`src/rtl/seg7_scan_decoder.sv`:
```
// Recovers BCD digits from a multiplexed 4-digit 7-segment drive and assembles
// them into 16-bit frames with per-digit illegal-pattern flags and a ready/valid output.
module seg7_scan_decoder #(
  parameter int STABLE_CYC = 4
) (
  input  logic        clk,
  input  logic        rst,
  input  logic [6:0]  seg_in,
  input  logic [3:0]  dig_sel,
  input  logic        frame_ready,
  output logic [15:0] bcd_out,
  output logic        frame_valid,
  output logic [3:0]  dig_err,
  output logic        overrun
);

  localparam logic [3:0] CNT_MAX = 4'(STABLE_CYC);
  // The first new sample leaves the counter at 0, so the STABLE_CYC-th one is seen at STABLE_CYC-2.
  localparam logic [3:0] CAP_AT  = 4'(STABLE_CYC - 2);

  logic [10:0] samp_reg;
  logic [10:0] prev_reg;
  logic [3:0]  cnt_reg;
  logic [3:0]  mask_reg;
  logic [3:0]  val_reg [4];
  logic        err_reg [4];

  logic [3:0]  sel;
  logic [6:0]  seg;
  logic        same;
  logic        one_hot;
  logic        capture;
  logic [4:0]  dec;
  logic [3:0]  mask_next;
  logic        complete;
  logic [3:0]  slot_val [4];
  logic [3:0]  slot_err;
  logic [15:0] frame_bcd;

  function automatic logic [4:0] decode(input logic [6:0] s);
    case (s)
      7'b1111110: decode = 5'h00;
      7'b0110000: decode = 5'h01;
      7'b1101101: decode = 5'h02;
      7'b1111001: decode = 5'h03;
      7'b0110011: decode = 5'h04;
      7'b1011011: decode = 5'h05;
      7'b1011111: decode = 5'h06;
      7'b1110000: decode = 5'h07;
      7'b1111111: decode = 5'h08;
      7'b1111011: decode = 5'h09;
      7'b0000000: decode = 5'h0F;
      default:    decode = 5'h1E;
    endcase
  endfunction

  assign sel       = samp_reg[10:7];
  assign seg       = samp_reg[6:0];
  assign same      = (samp_reg == prev_reg);
  assign one_hot   = (sel != 4'd0) && ((sel & (sel - 4'd1)) == 4'd0);
  assign capture   = same && one_hot && (cnt_reg == CAP_AT);
  assign dec       = decode(seg);
  assign mask_next = mask_reg | (capture ? sel : 4'd0);
  assign complete  = capture && (mask_next == 4'hF);

  // Slot contents as they will be after this edge, so a completing frame includes its last digit.
  for (genvar gi = 0; gi < 4; gi++) begin : g_slot
    assign slot_val[gi] = (capture && sel[gi]) ? dec[3:0] : val_reg[gi];
    assign slot_err[gi] = (capture && sel[gi]) ? dec[4]   : err_reg[gi];
    assign frame_bcd[gi*4 +: 4] = slot_val[gi];

    always_ff @(posedge clk) begin
      if (rst) begin
        val_reg[gi] <= 4'd0;
        err_reg[gi] <= 1'b0;
      end else begin
        val_reg[gi] <= slot_val[gi];
        err_reg[gi] <= slot_err[gi];
      end
    end
  end

  always_ff @(posedge clk) begin
    if (rst) begin
      samp_reg    <= '0;
      prev_reg    <= '0;
      cnt_reg     <= '0;
      mask_reg    <= '0;
      bcd_out     <= '0;
      dig_err     <= '0;
      frame_valid <= 1'b0;
      overrun     <= 1'b0;
    end else begin
      samp_reg <= {dig_sel, seg_in};
      prev_reg <= samp_reg;

      if (!(same && one_hot))
        cnt_reg <= '0;
      else if (cnt_reg < CNT_MAX)
        cnt_reg <= cnt_reg + 4'd1;

      mask_reg <= complete ? 4'd0 : mask_next;

      if (complete && (!frame_valid || frame_ready)) begin
        bcd_out     <= frame_bcd;
        dig_err     <= slot_err;
        frame_valid <= 1'b1;
      end else begin
        if (complete)
          overrun <= 1'b1;
        if (frame_valid && frame_ready)
          frame_valid <= 1'b0;
      end
    end
  end

endmodule
```
`config.mk`:
```
export PLATFORM = sky130hd
export DESIGN_NAME = seg7_scan_decoder
export DESIGN_NICKNAME = d
export VERILOG_FILES = /design/src/rtl/seg7_scan_decoder.sv
export SDC_FILE = /design/constraint.sdc
export NUM_CORES = 1
export LEC_CHECK = 0
export CORE_MARGIN = 5
export CORE_UTILIZATION = 41
export CTS_CLUSTER_DIAMETER = 50
export DETAILED_ROUTE_END_ITERATION = 10
export PLACE_DENSITY = 0.64
export SYNTH_ARGS = -nofsm -noshare
export SYNTH_HDL_FRONTEND = slang
export SYNTH_SLANG_ARGS = --single-unit
```
`constraint.sdc`:
```
create_clock -name clk -period 3.74 [get_ports clk]
set_input_delay 0.748 -clock clk [delete_from_list [all_inputs] [get_ports clk]]
set_output_delay 0.748 -clock clk [all_outputs]
set_load 0.01 [all_outputs]
```
---- Word level (Yosys, flattened, before mapping) ----
Memory sizes are Yosys's and may differ from the RTL's.
Cells that the tools add are included.
operators by class
  add/sub/neg operators ................... 2
  multiply operators ...................... 0
  divide/modulo/power cells ............... 0
  order comparisons ....................... 1
  eq/ne operators ......................... 13
  shift operators ......................... 0
  mux-type cells .......................... 23
  bitwise operators ....................... 12
  reduce and logical (&&, ||, !) cells .... 19
operators by type and width
  cell                                                                          number
  7-bit equality test, second input constant                                    8
  5-bit case mux with 11 select lines                                           1
  4-bit two-way mux                                                             9
  7-bit by 6-bit equality test with 1-bit output, second input constant         2
  1-bit two-way mux                                                             13
  11-bit equality test                                                          1
  1-bit logical AND                                                             10
  1-bit bitwise OR                                                              8
  7-bit zero test                                                               1
  4-bit by 1-bit adder with 4-bit output, second input constant                 1
  4-bit AND                                                                     1
  4-bit by 2-bit equality test with 1-bit output, second input constant         1
  4-bit equality test, second input constant                                    1
  4-bit zero test                                                               1
  4-bit by 3-bit less-than comparator with 1-bit output, second input constant  1
  4-bit bitwise OR                                                              1
  4-bit nonzero test                                                            1
  2-bit OR reduction                                                            2
  4-bit by 1-bit subtractor with 4-bit output, second input constant            1
  1-bit NOT                                                                     2
  2-bit AND reduction                                                           1
  2-bit nonzero test                                                            1
  1-bit zero test                                                               1
  1-bit logical OR                                                              1
storage, ports and cells
  register bits after elaboration ......... 52
  bits in latches ......................... 0
  bits in writable memories ............... 20
  ROM bits ................................ 0
  bits of input ports ..................... 14
  logic and storage cells ................. 80
  memories ................................ 2
memories
  memory   depth  bits a word  read ports  clocked after memory_dff  wr ports  RTL line  RTL
  val_reg  4      4            4           0                         4         25        logic [3:0] val_reg [4];
  err_reg  4      1            4           0                         4         26        logic err_reg [4];

---- Depth between registers and ports, before layout ----
Gate-level depths: netlist of run 1.
  depth after elaboration ................. 13
  mapped depth ............................ 8
  depth with buffers taken out ............ 6

---- Worst setup path before layout of run 1 ----
OpenSTA, ideal clock, no wires.
  kind .................................... reg-to-reg
  from .................................... register samp_reg[0]
  to ...................................... register bcd_out[11]
  setup time .............................. 120 ps
  data arrival time ....................... 1,753 ps
  data required time ...................... 3,620 ps
  slack ................................... 1,867 ps
  cell stages (with the launch flop) ...... 9
  clock period less this slack ............ 1,873 ps
  path through ............................ dfxtp_1 -> buf_6 -> xor2_1 -> nor3_1 -> nand4_2 -> or3_1 -> buf_6 -> mux2i_1 -> o2bb2ai_1
between the ends
  longest elaborated chain between the ends .. 8
  elaborated cells between the ends (all ways) .. 22
  those cells by class .................... eq/ne (12); mux (3); bitwise (1); reduce/logical (6)
RTL lines
  what                            RTL line  RTL
  from (decl)                     21        logic [10:0] samp_reg;
  from (signal assigned)          94        samp_reg <= {dig_sel, seg_in};
  11-bit equality test            59        assign same = (samp_reg == prev_reg);
  1-bit logical AND (2 in a row)  61        assign capture = same && one_hot && (cnt_reg == CAP_AT);
  4-bit two-way mux               63        assign mask_next = mask_reg | (capture ? sel : 4'd0);
  4-bit bitwise OR                63
  4-bit equality test             64        assign complete = capture && (mask_next == 4'hF);
  1-bit logical AND               64
  1-bit logical AND               104       if (complete && (!frame_valid || frame_ready)) begin
  to (signal assigned)            105       bcd_out <= frame_bcd;
  to (decl)                       11        output logic [15:0] bcd_out,
Several ways; a longest one is shown, not always the timed one.
A chain may end at the register's enable or synchronous reset.

---- Worst setup path after layout of run 1 ----
  from .................................... register samp_reg[1]
  to ...................................... register bcd_out[12]
Same word-level chain as after synthesis.

==> results of run 1 <==
-- metal layers --
| metal | routed length (µm) | vias up |
|---|---|---|
| met5 | 0 | - |
| met4 | 65 | 0 |
| met3 | 269 | 9 |
| met2 | 2440 | 39 |
| met1 | 2620 | 916 |
| li1 | - | 1015 |
-- Yosys cell counts, drive strengths merged (3+ instances only) --
cell     number
a211oi        5
a21oi         6
buf          12
clkbuf        8
dfxtp        72
inv           9
mux2i        21
nand2         4
nand3         6
nand4         3
nor2         38
nor2b        20
nor3          4
nor4          4
o21ai         4
o22ai         4
o2bb2ai      20
or3           4
xor2          9
-- cell families after synthesis --
kind of cell	count (synthesis)	share of synthesized area (%)
xor+xnor	10	3.14
flops	72	51.8
buf+inv	29	5.30
fa+ha+maj	2	0.898
compound gates	48	12.9
simple gates	94	18.5
mux	21	7.55
-- worst paths after layout --
check / endpoint / startpoint / slack (ns) / cells past startpoint
max: bcd_out[12]$_SDFFE_PP0P_ / samp_reg[1]$_SDFF_PP0_ / 1.21 / 6
min: cnt_reg[3]$_SDFFE_PP0N_ / cnt_reg[3]$_SDFFE_PP0N_ / 0.46 / 2
min reg2reg: cnt_reg[3]$_SDFFE_PP0N_ / cnt_reg[3]$_SDFFE_PP0N_ / 0.46 / 2
max reg2reg: bcd_out[12]$_SDFFE_PP0P_ / samp_reg[1]$_SDFF_PP0_ / 1.21 / 6
-- critical path, cell delays in order (launching register included) --
cell and delay (ns):
dfxtp_1 0.56, xor2_1 0.13, nor4_2 0.31, nand4_2 0.24, nor4_1 0.42, nand2b_1 0.48, o2bb2ai_1 0.29
-- report_power, final --
part	switching [mW]	total [mW]	internal, mW
Combinational	0.0354	0.0720	0.0366
Sequential	0.0177	0.795	0.777
Clock	0.296	0.673	0.376
-- final cells by class --
cell class                 count  area, µm²
timing repair buffer          38        373
clock buffer                   9        124
fill                         625       3360
inverter                       9       33.8
clock inverter                 7       95.1
tap                           80        100
multi-input combinational    175       1200
sequential                    72       1440
-- metrics by stage --
step           hold slack (ns)  cells
3_5_place_dp             0.445    374
6_report                 0.459    390
2_1_floorplan            0.431    276
4_1_cts                  0.463    390
5_1_grt                  0.487    390
3_3_place_gp             0.438    374
==> flow_metrics.env, run 1 <==
export IMPL_synth_top_area_share_pct=51.8
export IMPL_path_clk_slew_ns=0.08
export IMPL_cts_hold_buf=0
export IMPL_tightestPinTransition_ns=0.758
export IMPL_clockBufferDepth=2
export IMPL_met1_usage_pct=18.1
export IMPL_cts_made_buffers=9
export IMPL_synth_area_um2=2790
export IMPL_synth_area_top_cells="dfxtp_1 (52%), mux2i_1 (7.5%), o2bb2ai_1 (6.3%)"
export IMPL_gp_congestion=0.827
export IMPL_cp_data_arrival_time_ns=2.79
export IMPL_path_class="reg -> reg"
export IMPL_ant_nets=0
export IMPL_yosysTopAreaCell="dfxtp_1"
export IMPL_grt_most_used_layer="met2"
export IMPL_yosys_warnings=0
export IMPL_ir_drop_mv=0.258
export IMPL_rsz0062_at_grt="false"
export IMPL_hold_viol=0
export IMPL_grt_pass1_vias=1944
export IMPL_ios=36
export IMPL_placed_cell_area_um2=3140
export IMPL_end_kind="flop"
export IMPL_post_cts_buffers=0
export IMPL_numPortBuffers=35
export IMPL_track_usage_pct=13.9
export IMPL_finalClockSkew_ns=0.00484
export IMPL_num_vias=1979
export IMPL_power_density_nw_per_um2=458
export IMPL_finalInstanceArea_um2=3360
export IMPL_avgSynthCellArea_um2=10.1
export IMPL_die_area_um2=8540
export IMPL_setup_slack_ns=1.21
export IMPL_cts_sinks=72
export IMPL_areaGrowthSynthToFinish_pct=20.8
export IMPL_crit_path_start_kind="flop"
export IMPL_hold_class="reg -> reg"
export IMPL_grtUsageMet3_pct=6.42
export IMPL_pre_cts_ws_ns=1.14
export IMPL_diodes=0
export IMPL_maxCapViolations=0
export IMPL_max_freq_mhz=395
export IMPL_met2_usage_pct=20.9
export IMPL_antenna_found_initial=0
export IMPL_core_area_um2=6720
export IMPL_die_w_um=92.4
export IMPL_finalSetupViolCount=0
export IMPL_drc=0
export IMPL_cp_max_fo=20
export IMPL_final_cell_mix="dfxtp_1 (72), nor2_1 (38), clkdlybuf4s50_1 (35)"
export IMPL_wl_um=5390
export IMPL_maxSlewViolCount=0
export IMPL_async_flop_share_pct=0
export IMPL_grt_max_degree=28
export IMPL_fin_util_pct=50.1
export IMPL_drive_above_1_share_pct=8.71
export IMPL_synth_nets=292
export IMPL_grt_pass1_wl_um=9490
export IMPL_p_leak_nw=1.31
export IMPL_die_y_um=92.4
export IMPL_via_per_inst=5.07
export IMPL_post_route_period_util_pct=67.6
export IMPL_tns_ns=0
export IMPL_status="finished, final reports clean"
export IMPL_worstPathRequired_ns=4.00
export IMPL_min_period_ns=2.53
export IMPL_fin_nets=321
export IMPL_clkLatencyLatePin_ns=0.34
export IMPL_routedWlPerCell_um=13.8
export IMPL_synth_main_ff_cell="dfxtp_1"
export IMPL_num_rows=30
export IMPL_overflow=0
export IMPL_ys_types=40
export IMPL_synth_seq_area_share_pct=51.8
export IMPL_power_mw=1.54
export IMPL_root_buffer="clkbuf_8"
export IMPL_slew_headroom_pct=49.5
export IMPL_cts_tree="yes"
export IMPL_start_util_pct=41.5
export IMPL_synth_edf_count=0
export IMPL_ys_ff_latch=72
export IMPL_drt_pass1_iter_count=4
export IMPL_post_cts_resize_count=0
export IMPL_h_tree_depth=3
export IMPL_hpwl_um=3570
export IMPL_drt_iter0_drc=86
export IMPL_final_common_cell="dfxtp_1"
export IMPL_syn_inst=276
Note: power is estimated with default switching activity, not from simulation.
==> inputs of run 2 (changes only) <==
- clock period: 3.74 -> 2.39 ns (I/O delays scaled with it)
==> run 2 against run 1 <==
  * Clock power grew 41%
  * Sequential power up 56%
  * Cell count rose by 2.3%
  * Largest cell class unchanged
  * Highest routed layer unchanged
==> flow_metrics.env, run 2 (same netlist as run 1, synthesis figures left out) <==
export IMPL_status="finished, final reports clean"
export IMPL_via_per_inst=5.12
export IMPL_core_area_um2=6720
export IMPL_worstPathRequired_ns=2.63
export IMPL_drt_pass1_iter_count=4
export IMPL_grt_max_degree=39
export IMPL_drc=0
export IMPL_die_y_um=92.4
export IMPL_overflow=0
export IMPL_ir_drop_mv=0.469
export IMPL_hpwl_um=3720
export IMPL_end_kind="flop"
export IMPL_whs_ns=0.457
export IMPL_max_freq_mhz=459
export IMPL_r2r_setup_slack_ns=0.21
export IMPL_post_cts_buffers=0
export IMPL_ios=36
export IMPL_r2r_start="samp_reg[9]$_SDFF_PP0_"
export IMPL_gp_congestion=0.778
export IMPL_maxSlewViolCount=0
export IMPL_path_clk_slew_ns=0.08
export IMPL_num_rows=30
export IMPL_drive_above_1_share_pct=11.3
export IMPL_power_mw=2.32
export IMPL_clockBufferDepth=2
export IMPL_crit_slowest_cell="or3_1"
export IMPL_hold_class="reg -> reg"
export IMPL_root_buffer="clkbuf_8"
export IMPL_cp_max_fo=8
export IMPL_path_cells="o21bai_1 > o32ai_1 > mux2i_1 > or3_1 > mux2i_1 > o2bb2ai_1"
export IMPL_min_period_ns=2.18
export IMPL_setup_slack_ns=0.213
export IMPL_tightestPinTransition_ns=0.634
export IMPL_track_usage_pct=14.3
export IMPL_min_path_cells=2
export IMPL_cts_sinks=72
export IMPL_wl_um=5660
export IMPL_die_w_um=92.4
export IMPL_cts_made_buffers=9
export IMPL_finalSetupViolCount=0
export IMPL_areaGrowthSynthToFinish_pct=22.4
export IMPL_diodes=0
export IMPL_maxCapViolations=0
export IMPL_reg2reg_depth=6
export IMPL_crit_top_cell="mux2i_1"
export IMPL_power_density_nw_per_um2=680
export IMPL_final_common_cell="dfxtp_1"
export IMPL_worstReg2RegEnd="dig_err[3]$_SDFFE_PP0P_"
export IMPL_slew_headroom_pct=56.5
export IMPL_start_util_pct=41.5
export IMPL_path_class="reg -> reg"
export IMPL_pre_cts_ws_ns=0.166
export IMPL_placed_cells=383
export IMPL_crit_path_start_kind="flop"
export IMPL_fin_nets=330
export IMPL_die_area_um2=8540
export IMPL_finalClockSkew_ns=0.0105
export IMPL_fin_cells=399
export IMPL_hold_viol=0
export IMPL_p_leak_nw=1.34
export IMPL_routedWlPerCell_um=14.2
export IMPL_post_route_period_util_pct=91.1
export IMPL_h_tree_depth=3
export IMPL_rsz0062_at_grt="false"
export IMPL_tns_ns=0
export IMPL_ant_nets=0
export IMPL_grt_pass1_vias=1955
export IMPL_grt_pass1_wl_um=9450
export IMPL_num_vias=2044
export IMPL_drt_iter0_drc=80
export IMPL_max_stage_delay_ns=0.58
export IMPL_cp_data_arrival_time_ns=2.42
export IMPL_min_to="mask_reg[1]$_SDFF_PP0_"
export IMPL_numPortBuffers=35
export IMPL_worstHoldStart="mask_reg[1]$_SDFF_PP0_"
export IMPL_clkLatencyLatePin_ns=0.35
export IMPL_cts_hold_buf=0
export IMPL_final_cell_mix="dfxtp_1 (71), nor2_1 (38), clkdlybuf4s50_1 (35)"
export IMPL_antenna_found_initial=0
export IMPL_cts_tree="yes"
==> run 2: cell types whose count changed in the layout (fill, tap and decap cells not counted) <==
cell / previous run / this run
clkbuf_1: 0 / 1
dfxtp_2: 0 / 1
dfxtp_1: 72 / 71
clkinv_4: 1 / 2
buf_4: 3 / 12
bufinv_16: 2 / 1
clkinv_2: 2 / 1
==> run 2: power by group <==
part | internal (mW) | leakage, nW | switching [mW]
Sequential | 1.22 | 0.585 | 0.0199
Combinational | 0.0646 | 0.657 | 0.0673
Clock | 0.488 | 0.0968 | 0.462
Total | 1.77 | 1.34 | 0.549
==> run 2: worst max path at each step <==
| stage | startpoint | to | slack (ns) |
|---|---|---|---|
| 2_1_floorplan | samp_reg[0]$_SDFF_PP0_ | bcd_out[11]$_SDFFE_PP0P_ | 0.52 |
| 3_3_place_gp | samp_reg[0]$_SDFF_PP0_ | bcd_out[13]$_SDFFE_PP0P_ | 0.16 |
| 3_5_place_dp | samp_reg[0]$_SDFF_PP0_ | bcd_out[13]$_SDFFE_PP0P_ | 0.17 |
| 4_1_cts | samp_reg[0]$_SDFF_PP0_ | bcd_out[13]$_SDFFE_PP0P_ | 0.16 |
| 5_1_grt | samp_reg[9]$_SDFF_PP0_ | bcd_out[14]$_SDFFE_PP0P_ | 0.002 |
| 6_report | samp_reg[9]$_SDFF_PP0_ | dig_err[3]$_SDFFE_PP0P_ | 0.21 |
==> run 2: repair_timing <==
action,in CTS,in global routing
endpoints found under the hold margin,0,0
gates resized for setup,0,1
setup endpoints to repair,0,1
==> run 2: worst max-delay path: cells and delay by family, from the launching register on <==
kind | cells | cell delay [ns]
AND/OR/NAND/NOR | 1 | 0.58
multiplexers | 2 | 0.55
flip-flops | 1 | 0.50
AO/OA/AOI/OAI | 3 | 0.43
==> run 2: per-stage QoR <==
stage | area [µm²] | utilization (%)
finish | 3410 | 50.7
global route | 3410 | 50.7
CTS | 3410 | 50.7
detailed placement | 3210 | 47.8
global placement | 3210 | 47.8
floorplan | 2790 | -
==> run 2: per-layer routing <==
metal | routed length, µm | GRT usage, % | vias up
li1 | - | - | 1040
met1 | 2670 | 17.8 | 955
met2 | 2630 | 21.8 | 37
met3 | 242 | 5.61 | 12
met4 | 120 | 6.19 | 0
met5 | 0 | 0 | -
==> run 2: cell type report <==
| class | instances | area, µm² |
|---|---|---|
| Multi-Input combinational cell | 175 | 1200 |
| Timing Repair Buffer | 47 | 440 |
| Inverter | 9 | 33.8 |
| Clock inverter | 6 | 68.8 |
| Fill cell | 624 | 3310 |
| Tap cell | 80 | 100 |
| Clock buffer | 10 | 128 |
| Sequential cell | 72 | 1440 |
